--- config.mk ---
export PLATFORM = sky130hd
export DESIGN_NAME = mem_arbiter_flat
export DESIGN_NICKNAME = d
export VERILOG_FILES = /design/src/rtl/mem_arbiter_if.sv /design/src/rtl/mem_arbiter.sv /design/src/flat_wrapper.sv
export SDC_FILE = /design/constraint.sdc
export NUM_CORES = 1
export LEC_CHECK = 0
export ABC_AREA = 1
export BUFFER_PORTS_ARGS = -buffer_cell sky130_fd_sc_hd__clkbuf_2
export CORE_MARGIN = 5
export CORE_UTILIZATION = 50
export DETAILED_ROUTE_END_ITERATION = 16
export GPL_ROUTABILITY_DRIVEN = 1
export GPL_TIMING_DRIVEN = 0
export PLACE_DENSITY = 0.86
export SLEW_MARGIN = 15
export SYNTH_ARGS = -nofsm -noshare
export SYNTH_HDL_FRONTEND = slang
export SYNTH_SLANG_ARGS = --single-unit
--- constraint.sdc ---
create_clock -name clk_i -period 3.9 [get_ports clk_i]
set_input_delay 0.78 -clock clk_i [delete_from_list [all_inputs] [get_ports clk_i]]
set_output_delay 0.78 -clock clk_i [all_outputs]
set_load 0.05 [all_outputs]
--- src/rtl/mem_arbiter_if.sv ---
// Bundles the fetch, data and shared-memory port signals of the two-requester memory arbiter.
// The slave modport is the arbiter's view; the master modport is the environment's view.
interface mem_arbiter_if;
  logic        ifu_req_i;
  logic [31:0] ifu_addr_i;
  logic        ifu_gnt_o;
  logic        ifu_rvalid_o;
  logic [31:0] ifu_rdata_o;

  logic        lsu_req_i;
  logic        lsu_wen_i;
  logic [31:0] lsu_addr_i;
  logic [31:0] lsu_wdata_i;
  logic [3:0]  lsu_wmask_i;
  logic        lsu_gnt_o;
  logic        lsu_rvalid_o;
  logic [31:0] lsu_rdata_o;

  logic        mem_req_o;
  logic        mem_wen_o;
  logic [31:0] mem_addr_o;
  logic [31:0] mem_wdata_o;
  logic [3:0]  mem_wmask_o;
  logic        mem_gnt_i;
  logic        mem_rvalid_i;
  logic [31:0] mem_rdata_i;

  logic        err_timeout_o;

  modport slave (
    input  ifu_req_i, ifu_addr_i,
    output ifu_gnt_o, ifu_rvalid_o, ifu_rdata_o,
    input  lsu_req_i, lsu_wen_i, lsu_addr_i, lsu_wdata_i, lsu_wmask_i,
    output lsu_gnt_o, lsu_rvalid_o, lsu_rdata_o,
    output mem_req_o, mem_wen_o, mem_addr_o, mem_wdata_o, mem_wmask_o,
    input  mem_gnt_i, mem_rvalid_i, mem_rdata_i,
    output err_timeout_o
  );

  modport master (
    output ifu_req_i, ifu_addr_i,
    input  ifu_gnt_o, ifu_rvalid_o, ifu_rdata_o,
    output lsu_req_i, lsu_wen_i, lsu_addr_i, lsu_wdata_i, lsu_wmask_i,
    input  lsu_gnt_o, lsu_rvalid_o, lsu_rdata_o,
    input  mem_req_o, mem_wen_o, mem_addr_o, mem_wdata_o, mem_wmask_o,
    output mem_gnt_i, mem_rvalid_i, mem_rdata_i,
    input  err_timeout_o
  );
endinterface

--- src/rtl/mem_arbiter.sv ---
// Shares one memory port between instruction fetch (IFU) and load/store (LSU) requesters,
// one outstanding transaction at a time, LSU priority with IFU starvation guard and timeout abort.
module mem_arbiter #(
  parameter int MAX_SKIP = 4,
  parameter int TIMEOUT  = 255
) (
  input  logic          clk_i,
  input  logic          rst_n_i,
  mem_arbiter_if.slave  bus
);
  localparam int SW = $clog2(MAX_SKIP + 1);
  localparam int TW = $clog2(TIMEOUT + 1);
  localparam logic [SW-1:0] SKIP_MAX = SW'(MAX_SKIP);
  localparam logic [TW-1:0] TMO_LAST = TW'(TIMEOUT - 1);

  typedef enum logic [1:0] {IDLE, REQ, RESP} state_e;

  state_e        state_q, state_d;
  logic          owner_ifu_q, owner_ifu_d;
  logic [31:0]   addr_q, addr_d;
  logic [31:0]   wdata_q, wdata_d;
  logic [3:0]    wmask_q, wmask_d;
  logic          wen_q, wen_d;
  logic [SW-1:0] skip_q, skip_d;
  logic [TW-1:0] tmo_q, tmo_d;
  logic          rvalid_q, rvalid_d;
  logic [31:0]   rdata_q, rdata_d;
  logic          err_q, err_d;
  logic          ifu_gnt, lsu_gnt;
  logic          force_ifu;
  logic          mem_req;

  assign force_ifu = bus.ifu_req_i && (skip_q == SKIP_MAX);

  always_ff @(posedge clk_i or negedge rst_n_i) begin
    if (!rst_n_i) begin
      state_q     <= IDLE;
      owner_ifu_q <= 1'b0;
      addr_q      <= '0;
      wdata_q     <= '0;
      wmask_q     <= '0;
      wen_q       <= 1'b0;
      skip_q      <= '0;
      tmo_q       <= '0;
      rvalid_q    <= 1'b0;
      rdata_q     <= '0;
      err_q       <= 1'b0;
    end else begin
      state_q     <= state_d;
      owner_ifu_q <= owner_ifu_d;
      addr_q      <= addr_d;
      wdata_q     <= wdata_d;
      wmask_q     <= wmask_d;
      wen_q       <= wen_d;
      skip_q      <= skip_d;
      tmo_q       <= tmo_d;
      rvalid_q    <= rvalid_d;
      rdata_q     <= rdata_d;
      err_q       <= err_d;
    end
  end

  always_comb begin
    state_d     = state_q;
    owner_ifu_d = owner_ifu_q;
    addr_d      = addr_q;
    wdata_d     = wdata_q;
    wmask_d     = wmask_q;
    wen_d       = wen_q;
    skip_d      = skip_q;
    tmo_d       = tmo_q;
    rvalid_d    = 1'b0;
    rdata_d     = '0;
    err_d       = 1'b0;
    ifu_gnt     = 1'b0;
    lsu_gnt     = 1'b0;
    unique case (state_q)
      IDLE: begin
        if (bus.lsu_req_i && !force_ifu) begin
          lsu_gnt     = 1'b1;
          owner_ifu_d = 1'b0;
          addr_d      = bus.lsu_addr_i;
          wdata_d     = bus.lsu_wdata_i;
          wmask_d     = bus.lsu_wmask_i;
          wen_d       = bus.lsu_wen_i;
          tmo_d       = '0;
          state_d     = REQ;
          if (bus.ifu_req_i && (skip_q != SKIP_MAX)) skip_d = skip_q + 1'b1;
        end else if (bus.ifu_req_i) begin
          ifu_gnt     = 1'b1;
          owner_ifu_d = 1'b1;
          addr_d      = bus.ifu_addr_i;
          wdata_d     = '0;
          wmask_d     = '0;
          wen_d       = 1'b0;
          tmo_d       = '0;
          skip_d      = '0;
          state_d     = REQ;
        end
      end
      REQ: begin
        tmo_d = tmo_q + 1'b1;
        // A response arriving with the grant completes the transaction without visiting RESP.
        if (bus.mem_gnt_i && bus.mem_rvalid_i) begin
          rvalid_d = 1'b1;
          rdata_d  = bus.mem_rdata_i;
          state_d  = IDLE;
        end else if (bus.mem_gnt_i) begin
          state_d = RESP;
        end else if (tmo_q == TMO_LAST) begin
          rvalid_d = 1'b1;
          err_d    = 1'b1;
          state_d  = IDLE;
        end
      end
      RESP: begin
        tmo_d = tmo_q + 1'b1;
        if (bus.mem_rvalid_i) begin
          rvalid_d = 1'b1;
          rdata_d  = bus.mem_rdata_i;
          state_d  = IDLE;
        end else if (tmo_q == TMO_LAST) begin
          rvalid_d = 1'b1;
          err_d    = 1'b1;
          state_d  = IDLE;
        end
      end
      default: state_d = IDLE;
    endcase
  end

  // Grants are combinational from the request, so gate them while reset is held.
  assign bus.ifu_gnt_o = ifu_gnt & rst_n_i;
  assign bus.lsu_gnt_o = lsu_gnt & rst_n_i;

  assign mem_req         = (state_q == REQ);
  assign bus.mem_req_o   = mem_req;
  assign bus.mem_wen_o   = mem_req & wen_q;
  assign bus.mem_addr_o  = mem_req ? addr_q  : '0;
  assign bus.mem_wdata_o = mem_req ? wdata_q : '0;
  assign bus.mem_wmask_o = mem_req ? wmask_q : '0;

  assign bus.ifu_rvalid_o  = rvalid_q & owner_ifu_q;
  assign bus.lsu_rvalid_o  = rvalid_q & ~owner_ifu_q;
  assign bus.ifu_rdata_o   = bus.ifu_rvalid_o ? rdata_q : '0;
  assign bus.lsu_rdata_o   = bus.lsu_rvalid_o ? rdata_q : '0;
  assign bus.err_timeout_o = err_q;
endmodule

--- src/flat_wrapper.sv ---
// flat-port wrapper written by rule: the top's interface ports become plain ports
module mem_arbiter_flat 
#(
  parameter int MAX_SKIP = 4,
  parameter int TIMEOUT  = 255
)
  (clk_i, rst_n_i, bus_ifu_req_i, bus_ifu_addr_i, bus_ifu_gnt_o, bus_ifu_rvalid_o, bus_ifu_rdata_o, bus_lsu_req_i, bus_lsu_wen_i, bus_lsu_addr_i, bus_lsu_wdata_i, bus_lsu_wmask_i, bus_lsu_gnt_o, bus_lsu_rvalid_o, bus_lsu_rdata_o, bus_mem_req_o, bus_mem_wen_o, bus_mem_addr_o, bus_mem_wdata_o, bus_mem_wmask_o, bus_mem_gnt_i, bus_mem_rvalid_i, bus_mem_rdata_i, bus_err_timeout_o);
  mem_arbiter_if bus_i ();
  input  logic clk_i;
  input  logic rst_n_i;
  input wire logic [$bits(bus_i.ifu_req_i)-1:0] bus_ifu_req_i;
  input wire logic [$bits(bus_i.ifu_addr_i)-1:0] bus_ifu_addr_i;
  output wire logic [$bits(bus_i.ifu_gnt_o)-1:0] bus_ifu_gnt_o;
  output wire logic [$bits(bus_i.ifu_rvalid_o)-1:0] bus_ifu_rvalid_o;
  output wire logic [$bits(bus_i.ifu_rdata_o)-1:0] bus_ifu_rdata_o;
  input wire logic [$bits(bus_i.lsu_req_i)-1:0] bus_lsu_req_i;
  input wire logic [$bits(bus_i.lsu_wen_i)-1:0] bus_lsu_wen_i;
  input wire logic [$bits(bus_i.lsu_addr_i)-1:0] bus_lsu_addr_i;
  input wire logic [$bits(bus_i.lsu_wdata_i)-1:0] bus_lsu_wdata_i;
  input wire logic [$bits(bus_i.lsu_wmask_i)-1:0] bus_lsu_wmask_i;
  output wire logic [$bits(bus_i.lsu_gnt_o)-1:0] bus_lsu_gnt_o;
  output wire logic [$bits(bus_i.lsu_rvalid_o)-1:0] bus_lsu_rvalid_o;
  output wire logic [$bits(bus_i.lsu_rdata_o)-1:0] bus_lsu_rdata_o;
  output wire logic [$bits(bus_i.mem_req_o)-1:0] bus_mem_req_o;
  output wire logic [$bits(bus_i.mem_wen_o)-1:0] bus_mem_wen_o;
  output wire logic [$bits(bus_i.mem_addr_o)-1:0] bus_mem_addr_o;
  output wire logic [$bits(bus_i.mem_wdata_o)-1:0] bus_mem_wdata_o;
  output wire logic [$bits(bus_i.mem_wmask_o)-1:0] bus_mem_wmask_o;
  input wire logic [$bits(bus_i.mem_gnt_i)-1:0] bus_mem_gnt_i;
  input wire logic [$bits(bus_i.mem_rvalid_i)-1:0] bus_mem_rvalid_i;
  input wire logic [$bits(bus_i.mem_rdata_i)-1:0] bus_mem_rdata_i;
  output wire logic [$bits(bus_i.err_timeout_o)-1:0] bus_err_timeout_o;
  assign bus_i.ifu_req_i = bus_ifu_req_i;
  assign bus_i.ifu_addr_i = bus_ifu_addr_i;
  assign bus_ifu_gnt_o = bus_i.ifu_gnt_o;
  assign bus_ifu_rvalid_o = bus_i.ifu_rvalid_o;
  assign bus_ifu_rdata_o = bus_i.ifu_rdata_o;
  assign bus_i.lsu_req_i = bus_lsu_req_i;
  assign bus_i.lsu_wen_i = bus_lsu_wen_i;
  assign bus_i.lsu_addr_i = bus_lsu_addr_i;
  assign bus_i.lsu_wdata_i = bus_lsu_wdata_i;
  assign bus_i.lsu_wmask_i = bus_lsu_wmask_i;
  assign bus_lsu_gnt_o = bus_i.lsu_gnt_o;
  assign bus_lsu_rvalid_o = bus_i.lsu_rvalid_o;
  assign bus_lsu_rdata_o = bus_i.lsu_rdata_o;
  assign bus_mem_req_o = bus_i.mem_req_o;
  assign bus_mem_wen_o = bus_i.mem_wen_o;
  assign bus_mem_addr_o = bus_i.mem_addr_o;
  assign bus_mem_wdata_o = bus_i.mem_wdata_o;
  assign bus_mem_wmask_o = bus_i.mem_wmask_o;
  assign bus_i.mem_gnt_i = bus_mem_gnt_i;
  assign bus_i.mem_rvalid_i = bus_mem_rvalid_i;
  assign bus_i.mem_rdata_i = bus_mem_rdata_i;
  assign bus_err_timeout_o = bus_i.err_timeout_o;
  mem_arbiter #(.MAX_SKIP(MAX_SKIP), .TIMEOUT(TIMEOUT)) u_core (.clk_i(clk_i), .rst_n_i(rst_n_i), .bus(bus_i));
endmodule
Word-level counts from Yosys, hierarchy flattened

Index checks and enable logic that the tools add are counted.
W data, S select, Z words.

Logic and storage cells: 82
Output and inout port bits: 139
Register bits after elaboration: 117
Input bits: 139

Eq/ne operators: 7
Bitwise operators: 6
Reductions and logical operators: 12
Mux-type cells: 44
Add/subtract/negate cells: 2

Operators with widths:

| operator              | count |
|---|---|
| $mux W32              | 10 |
| $pmux W32 S2          | 1 |
| $mux W8               | 2 |
| $pmux W8 S2           | 1 |
| $mux W1               | 15 |
| $mux W2               | 6 |
| $mux W4               | 3 |
| $mux W3               | 3 |
| $add A8 B1 Y8 const B | 1 |
| $eq A8 B8 Y1 const B  | 1 |
| $pmux W2 S3           | 1 |
| $and A1 B1 Y1         | 5 |
| $logic_and A1 B1 Y1   | 4 |
| $pmux W1 S2           | 2 |
| $reduce_and A2 Y1     | 2 |
| $reduce_bool A2 Y1    | 2 |
| $add A3 B1 Y3 const B | 1 |
| $eq A3 B3 Y1 const B  | 1 |
| $ne A3 B2 Y1 const B  | 1 |
| $ne A3 B3 Y1 const B  | 1 |
| $reduce_and A3 Y1     | 1 |
| $eq A2 B1 Y1 const B  | 1 |
| $eq A2 B2 Y1 const B  | 1 |
| $logic_not A2 Y1      | 1 |
| other kinds (4)       | 4 |

Longest topological paths before layout

Word-level depth: 7
Depth in mapped cells: 9
Mapped depth without buffers: 9

Worst setup path before layout

No wires, ideal clock.

Path kind: input to output
Start point: input port bus_ifu_req_i
End point: output port bus_lsu_gnt_o
Stages: 4
Path buffers: 1
Setup slack: 0.903 ns
Data required time: 3.120 ns
Data arrival time: 2.217 ns
Cells stage by stage: nand3_1 nand2_2 buf_2 nor3_1

Cells in the longest elaborated chain, start to end: 6

RTL lines:

| element             | RTL line           | text |
|---|---|---|
| start, declared     | flat_wrapper.sv:11 | `input wire logic [$bits(bus_i.ifu_req_i)-1:0] bus_ifu_req_i;` |
| $logic_and A1 B1 Y1 | mem_arbiter.sv:33  | `assign force_ifu = bus.ifu_req_i && (skip_q == SKIP_MAX);` |
| $logic_not A1 Y1    | mem_arbiter.sv:79  | `if (bus.lsu_req_i && !force_ifu) begin` |
| $logic_and A1 B1 Y1 | mem_arbiter.sv:79  |  |
| $mux W1             | mem_arbiter.sv:79  |  |
| $mux W1             | mem_arbiter.sv:77  | `unique case (state_q)` |
| $and A1 B1 Y1       | mem_arbiter.sv:134 | `assign bus.lsu_gnt_o = lsu_gnt & rst_n_i;` |
| end, declared       | flat_wrapper.sv:21 | `output wire logic [$bits(bus_i.lsu_gnt_o)-1:0] bus_lsu_gnt_o;` |

No other way between the ends.

Worst setup path after layout

Start point: register u_core.state_q[1]
End point: output port bus_mem_addr_o[31]

Cells in the longest elaborated chain, start to end: 2

RTL lines:

| element                | RTL line           | text |
|---|---|---|
| start, declared        | mem_arbiter.sv:18  | `state_e state_q, state_d;` |
| start signal, assigned | mem_arbiter.sv:49  | `state_q <= state_d;` |
| $eq A2 B1 Y1           | mem_arbiter.sv:136 | `assign mem_req = (state_q == REQ);` |
| $mux W32               | mem_arbiter.sv:139 | `assign bus.mem_addr_o = mem_req ? addr_q : '0;` |
| end, declared          | flat_wrapper.sv:26 | `output wire logic [$bits(bus_i.mem_addr_o)-1:0] bus_mem_addr_o;` |

No other way between the ends.

==> flow_metrics.tcl <==
set metrics [dict create \
    viasPerCell 4.82 \
    ctsHoldBuffers 0 \
    antenna_found_initial 0 \
    fmax_ghz 0.326 \
    synthToLayoutAreaGrowth_pct 39.0 \
    min_period_ns 3.07 \
    hold_viol 0 \
    synthXorXnorAreaFrac_pct 0.304 \
    r2r_start "u_core.state_q[0]" \
    critical_path_class "reg2out" \
    io_pins 278 \
    grt_usage_pct 24.1 \
    clock_tree.root_cell "clkbuf_16" \
    tightest_slew_ns 0.483 \
    dieWidth_um 117 \
    diodes 0 \
    relSlewSlack_pct 67.8 \
    finalNetCount 1190 \
    critPathLaunch "u_core.state_q[1]" \
    drv_slew 0 \
    drt_iter0_markers 361 \
    synth_seq_cells 117 \
    worstReg2RegEnd "u_core.rdata_q[21]" \
    grt_pass1_vias 5689 \
    placementRows 39 \
    setup_violations 0 \
    p_per_area_nw_per_um2 845 \
    rsz0062_at_grt "false" \
    grt_max_degree 80 \
    ys_warn_count 0 \
    end_kind "output port" \
    fin_skew_ns 0.00887 \
    cts_tree "built" \
    r2r.worst_path.cells 6 \
    p_total_w 0.00677 \
    gp_congestion 0.805 \
    drc 0 \
    fp.coreArea_sq_um 11400 \
    io_buffers 277 \
    status "finished, final reports clean" \
    seq_area_frac_synth_pct 50.8 \
    synth-simple-area-share_pct 21.2 \
    drive_above_1_share_pct 32.0 \
    reg2reg_setup_slack_ns 1.94 \
    endpoint "bus_mem_addr_o[31]" \
    insertion_delay_ns 0.40 \
    finalCritPeriodShare_pct 78.6 \
    die_y_um 117 \
    globalRouteOverflowTotal 0 \
    leakage_nw 4.85 \
    synth.top_cell.area_share_pct 50.8 \
    cts.htree.levels 4 \
    place_area_sq_um 7370 \
    synthesis.area_sq_um 5770 \
    postCtsSetupRepairBufs 0 \
    clkSinkCount 117 \
    synthMuxAreaShare_pct 0 \
    crit_required_ns 3.12 \
    routed-via-count 5780 \
    synth_area_per_cell_sq_um 7.73 \
    synth_top_family_by_area "simple AND/OR/NAND/NOR gates" \
    cts_resized 0 \
    numCtsBuffers 17 \
    worstHoldPathType "in2async" \
    ys_types 25 \
    totalWireLength_mm 16.8 \
    start_util_pct 50.7 \
    syn_inst 746 \
    dieArea_sq_um 13800 \
    hpwlAfterDp_mm 12.6 \
    clk_pin_slew_ns 0.06 \
    cp-start-kind "flip-flop" \
    cp.arrival_ns 2.29 \
    detail-route-antenna-nets 0 \
    ir_drop_mv 0.579 \
    clk_path_buf_depth 2 \
    critical_path_peak_fanout 10 \
    yosys-top-cells-area "dfrtp_1 51%, inv_1 10%, nand2_1 9.4%, nor2_1 8.8%, a21oi_1 5.6%" \
    synthAdderAreaFrac_pct 1.74 \
    tns_ns 0 \
    grt_first_pass_wirelength_mm 27.3 \
    synth_compound_area_share_pct 12.2 \
    fin_area_sq_um 8010 \
    syn-num-nets 893 \
    drt_pass1_iterations 5 \
    wl_per_cell_um 14.0 \
    yosysTopAreaCell "dfrtp_1" \
    maxCapViolCount 0 \
]
==> kinds of logic after synthesis <==
| logic type | count (synthesis) |
|---|---|
| AND/OR/NAND/NOR | 306 |
| buffers and inverters | 201 |
| flip-flops | 117 |
| AO/OA/AOI/OAI | 112 |
| adder cells (fa/ha/maj) | 8 |
| XOR/XNOR | 2 |
==> layer usage <==
metal	GRT usage, %	vias up	share of wire (%)
met1	28.4	2651	39
met2	41.4	264	51
met3	7.36	22	8.8
li1	-	2843	-
met4	8.85	0	2.0
met5	0	-	0
==> how the worst min path moves through the flow <==
stage                               to  slack (ns)  cells after the start
finish              u_core.rdata_q[30]        0.28                      1
global route        u_core.rdata_q[30]        0.31                      1
CTS                 u_core.rdata_q[30]        0.29                      1
detailed placement  u_core.wdata_q[26]        0.49                      1
global placement     u_core.wmask_q[2]        0.49                      1
floorplan            u_core.wdata_q[0]        0.47                      1
==> cell usage after synthesis <==
cell	n
inv_1	160
nand2_1	144
nor2_1	135
dfrtp_1	117
a21oi_1	65
a22o_1	37
buf_2	16
nand3_1	15
clkbuf_1	13
ha_1	8
nand4_1	6
o21ai_0	6
buf_1	5
o21ai_1	3
buf_4	2
buf_6	2
inv_2	2
nand2_2	2
nor2_4	2
inv_4	1
nor2_8	1
nor3_1	1
o31ai_1	1
xnor2_1	1
xor2_1	1
==> flip-flops by register name (all words and copies together), names as in the netlist, 2 cells and up <==
register,cells
u_core.skip_q,3
u_core.wdata_q,32
u_core.wmask_q,4
u_core.addr_q,32
u_core.rdata_q,32
u_core.state_q,2
u_core.tmo_q,8
==> report_power, final <==
part / switching [W] / total (W) / internal, W
clock network: 0.000586 / 0.00170 / 0.00111
logic: 0.00239 / 0.00322 / 0.000834
registers: 0.000234 / 0.00186 / 0.00162
==> cell type report <==
class                           count  area (sq um)
Buffer                             38           185
Clock buffer                       19           453
Clock inverter                     13           193
Fill cell                         897          3360
Inverter                          163           614
Multi-Input combinational cell    428          2040
Sequential cell                   117          2930
Tap cell                          143           179
Timing Repair Buffer              278          1420
==> cells in the final DEF (no fill, tap or decap), types with 5 or more instances in the layout <==
cell type,n
dfrtp_1,117
buf_1,5
clkbuf_2,276
nand4_1,6
clkbuf_1,13
a21oi_1,65
buf_2,16
nand2_1,144
nand3_1,15
a22o_1,37
ha_1,8
inv_1,160
o21ai_0,6
nor2_1,135
clkbuf_16,17
==> stage by stage <==
stage	worst slack, ns	utilization [%]	hold slack, ns	cells
2_1_floorplan	0.903	-	0.473	746
3_3_place_gp	-0.682	64.5	0.489	1166
3_5_place_dp	0.886	64.8	0.492	1167
4_1_cts	0.746	70.5	0.289	1199
5_1_grt	0.610	70.5	0.305	1199
6_report	0.833	70.5	0.285	1199
==> worst max-delay path: stages (launching register included) <==
cell and delay (ns):
dfrtp_1 0.42, inv_1 0.09, ha_1 0.20, buf_2 0.28, clkbuf_1 0.42, nand2_1 0.09, inv_1 0.10, clkbuf_2 0.28
Power figures use the tool's default switching activity.
